### src/rtl/mult_16_seq.sv
// mult_16_seq: iterative shift-add unsigned multiplier (WIDTH x WIDTH -> 2*WIDTH).
// The adder is external and shared: this block drives its operands each cycle
// and folds the returned sum/carry back into the accumulator.
module mult_16_seq #(
    parameter int WIDTH = 16,
    parameter int CNT_W = 5
) (
    input  logic               clk,
    input  logic               rst,
    input  logic               start,
    input  logic [WIDTH-1:0]   mcand,
    input  logic [WIDTH-1:0]   mplier,
    output logic [WIDTH-1:0]   add_a,
    output logic [WIDTH-1:0]   add_b,
    output logic               add_cin,
    input  logic [WIDTH-1:0]   add_sum,
    input  logic               add_cout,
    output logic               busy,
    output logic               done,
    output logic [2*WIDTH-1:0] product
);

    typedef enum logic [1:0] {
        S_IDLE = 2'd0,
        S_RUN  = 2'd1,
        S_DONE = 2'd2
    } state_t;

    state_t             state_q, state_d;
    logic [2*WIDTH-1:0] acc_q, acc_d;
    logic [WIDTH-1:0]   mcand_q, mcand_d;
    logic [CNT_W-1:0]   cnt_q, cnt_d;
    logic               busy_q, busy_d;
    logic               done_q, done_d;

    // Adder operands: high half of the accumulator plus the multiplicand when
    // the current multiplier LSB is set; nothing is added outside RUN.
    always_comb begin
        add_a   = acc_q[2*WIDTH-1:WIDTH];
        add_b   = ((state_q == S_RUN) && acc_q[0]) ? mcand_q : '0;
        add_cin = 1'b0;
    end

    // Next-state logic; busy/done are computed one cycle early so they come
    // straight from flops and line up with the state they describe.
    always_comb begin
        state_d = state_q;
        acc_d   = acc_q;
        mcand_d = mcand_q;
        cnt_d   = cnt_q;
        busy_d  = 1'b0;
        done_d  = 1'b0;
        case (state_q)
            S_IDLE, S_DONE: begin
                if (start) begin
                    acc_d   = {{WIDTH{1'b0}}, mplier};
                    mcand_d = mcand;
                    cnt_d   = '0;
                    state_d = S_RUN;
                    busy_d  = 1'b1;
                end else begin
                    state_d = S_IDLE;
                end
            end
            S_RUN: begin
                // Shift the 2W+1 bit {cout, sum, low} right by one; the carry
                // lands in the MSB so the full (2^W-1)^2 range is kept.
                acc_d = {add_cout, add_sum, acc_q[WIDTH-1:1]};
                cnt_d = cnt_q + 1'b1;
                if (cnt_q == CNT_W'(WIDTH - 1)) begin
                    state_d = S_DONE;
                    done_d  = 1'b1;
                end else begin
                    busy_d  = 1'b1;
                end
            end
            default: state_d = S_IDLE;
        endcase
    end

    // State and datapath registers; reset abandons any multiply in flight.
    always_ff @(posedge clk or posedge rst) begin
        if (rst) begin
            state_q <= S_IDLE;
            acc_q   <= '0;
            mcand_q <= '0;
            cnt_q   <= '0;
            busy_q  <= 1'b0;
            done_q  <= 1'b0;
        end else begin
            state_q <= state_d;
            acc_q   <= acc_d;
            mcand_q <= mcand_d;
            cnt_q   <= cnt_d;
            busy_q  <= busy_d;
            done_q  <= done_d;
        end
    end

    assign busy    = busy_q;
    assign done    = done_q;
    assign product = acc_q;

endmodule
### config.mk
export PLATFORM = sky130hd
export DESIGN_NAME = mult_16_seq
export DESIGN_NICKNAME = d
export VERILOG_FILES = /design/src/rtl/mult_16_seq.sv
export SDC_FILE = /design/constraint.sdc
export NUM_CORES = 1
export LEC_CHECK = 0
export BUFFER_PORTS_ARGS = -buffer_cell sky130_fd_sc_hd__buf_2
export CAP_MARGIN = 25
export CORE_MARGIN = 3
export CORE_UTILIZATION = 25
export DETAILED_ROUTE_END_ITERATION = 12
export RECOVER_POWER = 50
export SLEW_MARGIN = 5
export SYNTH_ARGS = -nofsm -noshare
export SYNTH_HDL_FRONTEND = slang
export SYNTH_SLANG_ARGS = --single-unit
### constraint.sdc
create_clock -name clk -period 2.85 [get_ports clk]
set_clock_uncertainty 0.15 [all_clocks]
set_input_delay 0.57 -clock clk [delete_from_list [all_inputs] [get_ports clk]]
set_output_delay 0.57 -clock clk [all_outputs]
set_load 0.05 [all_outputs]
# After elaboration in Yosys (flattened, before gate mapping)
# Index checks and enable logic that the tools add are counted.
[totals] wordCells=31 ff_bits=57 input_bits=52 output_inout_bits=67
[op_classes] mux=13 n_eq_ne=5 n_addsub=1 reduce_logical=6
[ops] operator="$pmux W32 S2" count=1
[ops] operator="$mux W32" count=1
[ops] operator="$mux W16" count=1
[ops] operator="$pmux W5 S2" count=1
[ops] operator="$add A5 B1 Y5 const B" count=1
[ops] operator="$eq A5 B4 Y1 const B" count=1
[ops] operator="$mux W1" count=5
[ops] operator="$mux W5" count=1
[ops] operator="$pmux W2 S2" count=1
[ops] operator="$reduce_and A2 Y1" count=2
[ops] operator="$eq A2 B1 Y1 const B" count=1
[ops] operator="$eq A2 B2 Y1 const B" count=1
[ops] operator="$logic_not A2 Y1" count=1
[ops] operator="$mux W2" count=1
[ops] operator="$ne A2 B1 Y1 const B" count=1
[ops] operator="$ne A2 B2 Y1 const B" count=1
[ops] operator="$pmux W1 S2" count=1
[ops] operator="$reduce_bool A2 Y1" count=1
[ops] operator="$reduce_or A2 Y1" count=1
[ops] operator="$logic_and A1 B1 Y1" count=1

# Longest topological paths before layout
[logic_depth] word_depth=4 mapped_depth=5 mapped_depth_nobuf=4

# Worst setup path after synthesis
# Ideal clock, no wire load.
[synth_timing] kind="reg2out" startpoint="reg acc_q[0], in the netlist product[0]" endpoint="out add_b[10]" required_time_ns=2.130 slack_ns=0.716 path_buffers=1 path_stages_with_launch=3 arrival_time_ns=1.414 path_cell_list="dfrtp_1 > clkbuf_1 > and3_1"
[synth_via] elab_chain_cells=2
[synth_rtl] element="start, declared" line_no="30" source="logic [2*WIDTH-1:0] acc_q, acc_d;"
[synth_rtl] element="start signal, assigned" line_no="85" source="acc_q <= '0;"
[synth_rtl] element="start signal, assigned" line_no="92" source="acc_q <= acc_d;"
[synth_rtl] element="$logic_and A1 B1 Y1" line_no="40" source="add_b = ((state_q == S_RUN) && acc_q[0]) ? mcand_q : '0;"
[synth_rtl] element="$mux W16" line_no="40"
[synth_rtl] element="end, declared" line_no="14" source="output logic [WIDTH-1:0] add_b,"
# No other way between the ends.

# Worst setup path after layout
[layout_timing] startpoint="reg state_q[0]" endpoint="out add_b[4]"
[layout_via] elab_chain_cells=3
[layout_rtl] element="start, declared" line_no="29" source="state_t state_q, state_d;"
[layout_rtl] element="start signal, assigned" line_no="91" source="state_q <= state_d;"
[layout_rtl] element="$eq A2 B1 Y1" line_no="40"
[layout_rtl] element="$logic_and A1 B1 Y1" line_no="40"
[layout_rtl] element="$mux W16" line_no="40"
# No other way between the ends.

==> impl_metrics.json <==
{
  "grt_max_degree": 39,
  "cts-hold-fix-buffers": 0,
  "post_drt_wl_per_cell_um": 13.3,
  "clock_sinks": 57,
  "largest_family_of_logic_cells_by_synthesized_area": "simple AND/OR/NAND/NOR gates",
  "fin_nets": 399,
  "synthSimpleGateAreaFrac": 0.202,
  "fmax_mhz": 433,
  "area_delta_synth_final_pct": 29.8,
  "post_synth_mux_area_share": 0.0123,
  "drt_first_pass_iters": 4,
  "routed_via_density": 4.47,
  "most_frequently_used_flop_master_after_synthesis": "dfrtp_1",
  "yosys.cell_count.top_type": "nand2_1",
  "worst_setup_hold_path_clk_slew_ns": 0.06,
  "setup.worst_path.class": "flop to output port",
  "place.port_buffers": 117,
  "dieHeight_um": 107,
  "required_ns": 2.13,
  "synth_edf_count": 0,
  "gr-usage-all-layers": 0.117,
  "design.portCount": 119,
  "initial_core_util": 0.259,
  "first_pass_grt_wire_length_mm": 10.5,
  "synth_seq_area_share": 0.561,
  "layout-drive-gt1-share": 0.334,
  "grt_antenna_before_repair": 0,
  "count_of_h_tree_levels_built_during_cts": 3,
  "post_cts.resized_instances": 0,
  "setup.worst_path.start_class": "flop",
  "drc": 0,
  "synth_compound_area_frac": 0.115,
  "placed_cells": 467,
  "insertedDiodeCount": 0,
  "setup-violations-final": 0,
  "hold_class": "input port to async pin",
  "synth_top_area_frac": 0.561,
  "routed-via-count": 2160,
  "rows": 36,
  "cp.arrival_ns": 1.59,
  "syn-mean-instance-area_um2": 10.3,
  "worstSkewPairLatency_ns": 0.33,
  "numCtsBuffers": 9,
  "finalNonFillerCells": 483,
  "post_synth_xor_area_fraction": 0,
  "slew_viol_final": 0,
  "post-route-min-period_ns": 2.31,
  "report.final.hold_viol_count": 0,
  "floorplan.die.width_um": 107,
  "final_min_period_over_clock_period": 0.809,
  "area_of_the_die_um2": 11400,
  "syn-cell-area_um2": 2540,
  "grt_pass1_vias": 2087,
  "global_route.overflow_total": 0,
  "status": "complete, no violations",
  "gp_routability_congestion": 0.700,
  "cts_tree": "done",
  "ys_types": 26,
  "critPathCaptureType": "output port",
  "buffer_cell_driving_the_clock_tree_root": "clkbuf_8",
  "synth_top_cell_by_area": "dfrtp_1",
  "antenna_violating_nets_post_route": 0,
  "yosys-top-cells-count": "67 x nand2_1, 57 x dfrtp_1, 20 x buf_4",
  "drt-total-wl_mm": 6.45,
  "synth_fa_ha_area_frac": 0.00985,
  "synth_nets": 300,
  "drtIter0Drc": 159,
  "ys_seq_elements": 57,
  "synth_top_cells_by_area": "dfrtp_1 56%, nand2_1 9.9%, buf_4 5.9%, a22o_1 5.9%, a22oi_1 4.4%",
  "synth_async_sr_flop_share": 1.00,
  "cts_max_path_buffers": 2,
  "cts.repair_timing.setup_buffer_count": 0,
  "fp.coreArea_um2": 9820,
  "grt_setup_unrepaired": "no",
  "n_fill_cell": 1079,
  "worstPathMaxFanout": 17,
  "worst-slew-pin-transition_ns": 1.47,
  "worstRegToRegCells": 4,
  "timing.max_cap.violations": 0,
  "maxSlewHeadroom": 0.0177,
  "dpl.hpwl_mm": 4.36,
  "final.hold.worst_slack_ns": 0.0985,
  "yosysWarningCount": 0,
  "synthesis.instances": 246,
  "tns_ns": 0
}
## layout make-up
cell class	count	area, µm²	share of cell area
Inverter	2	7.51	0.00228
Tap cell	133	166	0.0504
Timing Repair Buffer	123	608	0.184
Sequential cell	57	1430	0.432
Multi-Input combinational cell	152	865	0.262
Clock inverter	1	30.0	0.00910
Clock buffer	15	196	0.0595
## kinds of logic after synthesis
| group | Yosys count |
|---|---|
| AOI/OAI and AO/OA | 37 |
| buffers and inverters | 37 |
| adders and majority gates | 2 |
| other | 1 |
| and+or+nand+nor | 109 |
| muxes | 3 |
| DFF | 57 |
## per-stage QoR
stage,area [µm²],worst slack [ns],utilization
3_5_place_dp,3110,0.860,0.317
3_3_place_gp,3110,0.873,0.317
5_1_grt,3300,0.317,0.336
6_report,3300,0.543,0.336
2_1_floorplan,2540,0.716,-
4_1_cts,3340,0.484,0.340
## per-layer routing
| metal | global-route usage | routed length (µm) | vias to the layer above |
|---|---|---|---|
| li1 | - | - | 1018 |
| met1 | 0.146 | 2840 | 1047 |
| met2 | 0.189 | 3050 | 86 |
| met3 | 0.0427 | 487 | 9 |
| met4 | 0.0347 | 68 | 0 |
| met5 | 0 | 0 | - |
## critical path, stage by stage (launching register included)
cell	delay, ns
dfrtp_1	0.40
nor2b_4	0.37
and3_1	0.23
buf_2	0.26
## layout by cell type, fill, tap and decap left out, types with 2 or more instances in the layout
cell type | Yosys | routed
buf_2 | 10 | 95
and2_1 | 2 | 2
nand3_1 | 16 | 16
a22o_1 | 17 | 17
nand2b_1 | 2 | 2
mux2i_1 | 2 | 2
clkbuf_8 | 0 | 14
buf_4 | 20 | 3
dfrtp_1 | 57 | 57
a22oi_1 | 15 | 15
o21ai_0 | 3 | 3
inv_1 | 2 | 2
clkbuf_1 | 1 | 25
ha_1 | 2 | 2
nand2_1 | 67 | 67
and3_1 | 17 | 17
## sequential cells by signal, summed over array words and instances (netlist names)
signal	flops
done	1
state_q	2
mcand_q	16
product	32
cnt_q	5
busy	1
## final timing paths
check / slack, ns / to / from
max reg2reg: 0.88 / product[20]$_DFFE_PP0P_ / state_q[0]$_DFFE_PP0P_
min in group clk: 0.28 / mcand_q[6]$_DFFE_PP0P_ / mcand[6]
min reg2reg: 0.32 / mcand_q[2]$_DFFE_PP0P_ / mcand_q[2]$_DFFE_PP0P_
max: 0.54 / add_b[4] / state_q[0]$_DFFE_PP0P_
max in group asynchronous: 0.73 / busy$_DFF_PP0_ / rst
min: 0.1 / mcand_q[15]$_DFFE_PP0P_ / rst
Power is left out: the tool's default activity adds up to more than one toggle a clock period on the data nets, which glitch-free logic cannot reach.
